`src/rtl/sd_spi.sv`:
```
// sd_spi: IO-bus SPI master for the SD card slot.
// Byte-wide SPI mode 0 transfers, MSB first, programmable half-period divider,
// software-owned chip select and a level interrupt on transfer completion.
module sd_spi #(
    parameter int          DIV_W   = 8,
    parameter int unsigned DIV_RST = 255
) (
    input  logic       clk,
    input  logic       reset,
    input  logic [3:0] io_addr,
    input  logic       io_write,
    input  logic       io_read,
    input  logic [7:0] io_wdata,
    output logic [7:0] io_rdata,
    output logic       interrupt,
    output logic       sclk,
    output logic       mosi,
    input  logic       miso,
    output logic       cs_n
);

    localparam logic [1:0] ST_IDLE = 2'd0;
    localparam logic [1:0] ST_LOW  = 2'd1;
    localparam logic [1:0] ST_HIGH = 2'd2;

    localparam logic [DIV_W-1:0] W_DIV_RST = DIV_W'(DIV_RST);

    logic [1:0]       r_state;
    logic             r_busy;
    logic             r_done;
    logic             r_ie;
    logic             r_cs;
    logic [DIV_W-1:0] r_div;
    logic [DIV_W-1:0] r_cnt;
    logic [2:0]       r_bitcnt;
    logic [7:0]       r_tx;
    logic [7:0]       r_rx;
    logic [7:0]       r_data;
    logic             r_miso_s1;
    logic             r_miso_s2;
    logic             r_intr;

    logic w_wr_data;
    logic w_wr_ctrl;
    logic w_wr_div;
    logic w_rd_data;
    logic w_start;
    logic w_cnt_zero;
    logic w_complete;

    assign w_wr_data  = io_write && (io_addr == 4'd0);
    assign w_wr_ctrl  = io_write && (io_addr == 4'd1);
    assign w_wr_div   = io_write && (io_addr == 4'd2);
    assign w_rd_data  = io_read  && (io_addr == 4'd0);
    // A DATA write is only accepted when idle; BUSY stays high through the completion cycle.
    assign w_start    = w_wr_data && !r_busy;
    assign w_cnt_zero = (r_cnt == '0);
    assign w_complete = (r_state == ST_HIGH) && w_cnt_zero && (r_bitcnt == 3'd0);

    assign sclk      = (r_state == ST_HIGH);
    assign mosi      = (r_state == ST_IDLE) ? 1'b1 : r_tx[7];
    assign cs_n      = ~r_cs;
    assign interrupt = r_intr;

    // Combinational register read mux.
    always_comb begin
        io_rdata = '0;
        case (io_addr)
            4'd0:    io_rdata = r_data;
            4'd1:    io_rdata = {4'b0000, r_cs, r_ie, r_done, r_busy};
            4'd2:    io_rdata = 8'(r_div);
            default: io_rdata = '0;
        endcase
    end

    // Two-flop synchroniser for the external miso pin.
    always_ff @(posedge clk or negedge reset) begin
        if (!reset) begin
            r_miso_s1 <= 1'b1;
            r_miso_s2 <= 1'b1;
        end else begin
            r_miso_s1 <= miso;
            r_miso_s2 <= r_miso_s1;
        end
    end

    // Software-visible control registers: IE, CS and the clock divider.
    always_ff @(posedge clk or negedge reset) begin
        if (!reset) begin
            r_ie  <= 1'b0;
            r_cs  <= 1'b0;
            r_div <= W_DIV_RST;
        end else begin
            if (w_wr_ctrl) begin
                r_ie <= io_wdata[2];
                r_cs <= io_wdata[3];
            end
            if (w_wr_div) begin
                r_div <= DIV_W'(io_wdata);
            end
        end
    end

    // Sticky DONE flag; completion outranks every clearing source in the same cycle.
    always_ff @(posedge clk or negedge reset) begin
        if (!reset) begin
            r_done <= 1'b0;
        end else if (w_complete) begin
            r_done <= 1'b1;
        end else if (w_start || w_rd_data || (w_wr_ctrl && io_wdata[1])) begin
            r_done <= 1'b0;
        end
    end

    // Registered level interrupt.
    always_ff @(posedge clk or negedge reset) begin
        if (!reset) begin
            r_intr <= 1'b0;
        end else begin
            r_intr <= r_done & r_ie;
        end
    end

    // Transfer FSM: LOW half samples miso on exit, HIGH half shifts mosi on exit.
    always_ff @(posedge clk or negedge reset) begin
        if (!reset) begin
            r_state  <= ST_IDLE;
            r_busy   <= 1'b0;
            r_cnt    <= '0;
            r_bitcnt <= 3'd0;
            r_tx     <= 8'hFF;
            r_rx     <= 8'h00;
            r_data   <= 8'h00;
        end else begin
            case (r_state)
                ST_IDLE: begin
                    if (w_start) begin
                        r_tx     <= io_wdata;
                        r_busy   <= 1'b1;
                        r_bitcnt <= 3'd7;
                        r_cnt    <= r_div;
                        r_state  <= ST_LOW;
                    end
                end
                ST_LOW: begin
                    if (w_cnt_zero) begin
                        r_cnt   <= r_div;
                        r_rx    <= {r_rx[6:0], r_miso_s2};
                        r_state <= ST_HIGH;
                    end else begin
                        r_cnt <= r_cnt - 1'b1;
                    end
                end
                ST_HIGH: begin
                    if (w_cnt_zero) begin
                        if (r_bitcnt != 3'd0) begin
                            r_tx     <= {r_tx[6:0], 1'b1};
                            r_bitcnt <= r_bitcnt - 3'd1;
                            r_cnt    <= r_div;
                            r_state  <= ST_LOW;
                        end else begin
                            r_data  <= r_rx;
                            r_busy  <= 1'b0;
                            r_state <= ST_IDLE;
                        end
                    end else begin
                        r_cnt <= r_cnt - 1'b1;
                    end
                end
                default: begin
                    r_state <= ST_IDLE;
                    r_busy  <= 1'b0;
                end
            endcase
        end
    end

endmodule
```
`config.mk`:
```
export PLATFORM = sky130hd
export DESIGN_NAME = sd_spi
export DESIGN_NICKNAME = d
export VERILOG_FILES = /design/src/rtl/sd_spi.sv
export SDC_FILE = /design/constraint.sdc
export NUM_CORES = 1
export LEC_CHECK = 0
export CAP_MARGIN = 40
export CORE_MARGIN = 4
export CORE_UTILIZATION = 54
export CTS_CLUSTER_SIZE = 24
export DETAILED_ROUTE_END_ITERATION = 6
export PLACE_DENSITY = 0.86
export SETUP_SLACK_MARGIN = 0.15
export SYNTH_ARGS = -nofsm -noshare
export SYNTH_HDL_FRONTEND = slang
export SYNTH_SLANG_ARGS = --single-unit
```
`constraint.sdc`:
```
create_clock -name clk -period 4.6 [get_ports clk]
set_clock_uncertainty 0.15 [all_clocks]
set_input_delay 0.92 -clock clk [delete_from_list [all_inputs] [get_ports clk]]
set_output_delay 0.92 -clock clk [all_outputs]
set_load 0.01 [all_outputs]
```
After elaboration in Yosys (flattened, before gate mapping) --
Cells that the tools add are included.
Storage, ports and cells: flip-flop bits (word level) 52, input bits 17, logic and storage cells 81, output and inout port bits 12
Cells by class: add/subtract/negate cells 2, eq/ne operators 10, multiplexer cells 26, bitwise operators 4, reductions and logical operators 25
Operator list (count):
- $mux 8 | 7
- $pmux 8 s3 | 2
- $pmux 8 s2 | 1
- $mux 3 | 3
- $reduce_and 3->1 | 3
- $logic_and 1x1->1 | 8
- $logic_not 8->1 | 1
- $reduce_and 4->1 | 2
- $sub 8x1->8 const B | 1
- $mux 1 | 7
- $mux 2 | 3
- $ne 2x2->1 const B | 3
- $pmux 2 s3 | 1
- $pmux 3 s2 | 1
- $reduce_bool 3->1 | 2
- $eq 4x1->1 const B | 1
- $eq 4x2->1 const B | 1
- $logic_not 4->1 | 1
- $ne 2x1->1 const B | 2
- $reduce_bool 2->1 | 2
- $logic_not 3->1 | 1
- $ne 3x2->1 const B | 1
- $not 1->1 | 3
- $pmux 1 s3 | 1
- other kinds (8) | 9

Logic depth before layout (Yosys ltp) --
word-level depth 7, mapped depth 8, mapped depth without buffers 6

Least setup slack after synthesis --
No wires, ideal clock.
path type input to output, start in io_addr[1], end out io_rdata[0], arrival 1.856 ns, setup slack 1.674 ns, stages 4, data required time 3.530 ns, cell sequence buf_1 -> nor2b_1 -> a21oi_1 -> nor3_1
On the way: cells in the longest elaborated chain, start to end 2, elaborated cells on any way between the ends 4, classes of those cells eq/ne (2); mux (1); reduce/logical (1)
RTL lines:
- from (decl) | line 10 | input logic [3:0] io_addr,
- $eq 4x2->1 (tied with other cells) | line 68 | case (io_addr)
- $pmux 8 s3 * | line 68
- to (decl) | line 14 | output logic [7:0] io_rdata,
Mark *: on every way between the ends. The rest lies on a longest branch, timed or not.

Worst setup path after layout --
start in io_addr[0], end out io_rdata[7]
The elaborated chain is that of the path after synthesis.

==> results.cfg <==
[outcome]
status = finished clean

[routing]
postRouteAntennaNets = 0
vias_per_cell = 6.146
wl_um = 6458
firstDrtPassIters = 5
vias = 2225
post_drt_wl_per_cell_um = 17.84
dr.first_iter.drc_count = 182
drc = 0

[placement]
hpwl_um = 4646
placed_area_mm2 = 0.003151
finalWeightedCongestion = 0.8796
port_buffers = 28

[logic_synthesis]
yosysUniqueCellTypes = 48
syn_avg_cell_area_um2 = 10.53
ys.warnings.count = 0
yosys.area.top_type = dfrtp_1
async_flop_share_pct = 100.0
yosys_most_used_dff = dfrtp_1
ys_top_cells_by_area = dfrtp_1, dfstp_2, mux2_2
synth_area_mm2 = 0.002811
netlist.area_leader.share_pct = 30.26
ys_ff_latch = 52
synth-seq-area-share_pct = 47.09
synth_cells = 267
synth_nets = 294
synth_edf_count = 0
synth.top_cells.by_count = dfrtp_1, nand2_1, mux2_2
yosysMostFrequentCell = dfrtp_1

[clocking]
clock_path_buffers = 2
root_buffer = clkbuf_8
cts_sinks = 52
numCtsBuffers = 5
postCtsSetupRepairBufs = 0
clk_pin_slew_worst_paths_ns = 0.09
htreeDepth = 2
post_cts_resized = 0
cts_tree = done
clk_latency_ns = 0.31
postCtsHoldBufs = 0

[worst_setup_path]
r2r-start = r_state[0]
worst-path-buf-inv = 2
required_ns = 3.53
cp-end-kind = output pin
slowest_stage = clkdlybuf4s50_1
start_kind = input pin
r2r-end = r_cnt[4]
cp_data_arrival_time_ns = 2.87
crit_family = buffers and inverters
max_stage_delay_ns = 0.63
r2r_slack_ns = 1.98
crit_chain = clkdlybuf4s50_1, or3_1, nor2_1, clkdlybuf4s50_1
worst_path_most_repeated_cell = clkdlybuf4s50_1
worstSetupPathType = in -> out
cp_max_fo = 11
rr_worst_depth = 5

[grt]
top_usage_layer = met2
grt_use_total_pct = 22.41
grt_pass1_vias = 2234
grt_use_met3_pct = 4.484
grt_util_met1_pct = 30.06
grt_overflow = 0
met2_usage_pct = 36.59
grt_max_degree = 34
antenna_found_initial = 0
grt_first_pass_wirelength_um = 11140

[timing]
min_period_over_period_pct = 85.57
max_freq_mhz = 254.0
hold_violations = 0
worst_pin_slew_ns = 0.7220
setup_viol = 0
tns_ns = 0
rsz0062_at_grt = no
finalCriticalPeriod_ns = 3.936
slew_violations = 0
relSlewSlack_pct = 51.72

[power_and_ir_drop]
p_per_area_mw_per_mm2 = 549.0
p_switching_uw = 662.0
combPwrFrac_pct = 41.8
internal-power_uw = 1127
vdd_drop_max_mv = 0.2507
power_switching_share_pct = 37.01
seq_power_share_pct = 41.1
leakagePower_uw = 0.001397
power.share.clock_pct = 17.2

[die]
core_mm2 = 0.004880
io_pins = 29
die_w_um = 80.16
die_area_mm2 = 0.006425
die_height_um = 80.16
start_util_pct = 57.62
rows = 25

[layout]
drive_above_1_share_pct = 20.68
finalInstanceArea_mm2 = 0.003258
nFillCells = 370
multi_input_area_mm2 = 0.001404
antenna_cells = 0
area_growth_pct = 15.89
nets = 321
register_area_mm2 = 0.001324

[hold_path]
worstHoldPathCells = 0
hp-class = reg -> reg
min-delay-start = r_miso_s1
whs_endpoint = r_miso_s2

[job]
drv_cap = 0
final cells by class:
class	instances	share of cell area (%)
Multi-Input combinational cell	193	43.09
Clock inverter	2	1.075
Inverter	11	1.267
Tap cell	67	2.573
Clock buffer	6	2.227
Timing Repair Buffer	31	9.140
Sequential cell	52	40.63
per-stage QoR:
step	util [%]	hold slack [ns]	total power, uW	setup WS (ns)	std cells
finish	66.77	0.2102	1789	0.6636	362
global route	66.77	0.2215	1914	0.6010	362
CTS	66.77	0.2130	1787	0.6626	362
detailed placement	64.56	0.1994	1470	0.6772	354
global placement	64.56	0.1963	1438	0.7574	354
floorplan	-	0.1952	1259	1.674	267
worst max-delay path by stage:
stage	cells past startpoint	startpoint	slack, ns	end
detailed placement	4	io_addr[0]	0.68	io_rdata[7]
finish	4	io_addr[0]	0.66	io_rdata[7]
floorplan	4	io_addr[1]	1.67	io_rdata[0]
global placement	4	io_addr[0]	0.76	io_rdata[4]
CTS	4	io_addr[0]	0.66	io_rdata[7]
global route	4	io_addr[0]	0.60	io_rdata[7]
sequential cells by signal, summed over array words and instances (netlist names):
signal	count
r_bitcnt	3
r_ie	1
interrupt	1
r_busy	1
r_data	8
r_miso_s2	1
r_cs	1
r_state	2
r_tx	8
r_div	8
r_done	1
r_rx	8
r_miso_s1	1
r_cnt	8
routing by layer:
metal	share of wire (%)	vias up	wire (um)
met5	0	-	0
met4	2.2	0	142
met3	5.7	14	368
met2	49	82	3184
met1	43	1093	2762
li1	-	1036	-
power groups by stage:
stage                     clock network, uW  registers, uW  logic [uW]
after floorplan                           0            698         562
after global placement                    0            727         710
after detailed placement                  0            736         733
after CTS                               315            730         741
after global routing                    333            752         829
final                                   307            735         747
placed cells by master, fill, tap and decap left out, drive strengths merged, types with 7 or more instances in the layout:
cell type,synthesis,layout
nor3,9,9
nor4,7,7
nor2,12,12
mux2,24,24
ha,10,10
a21oi,16,16
mux2i,9,9
clkdlybuf4s50,0,27
nand2,32,32
inv,11,11
o21ai,12,12
dfrtp,34,34
dfstp,18,18
cells by family after synthesis:
group           after synthesis  share of synthesized area [%]
compound gates               58                          14.91
fa+ha+maj                    10                          4.450
buf+inv                      22                          2.982
flops                        52                          47.09
mux                          33                          12.82
simple gates                 92                          17.76
(Power assumes the default switching activity.)
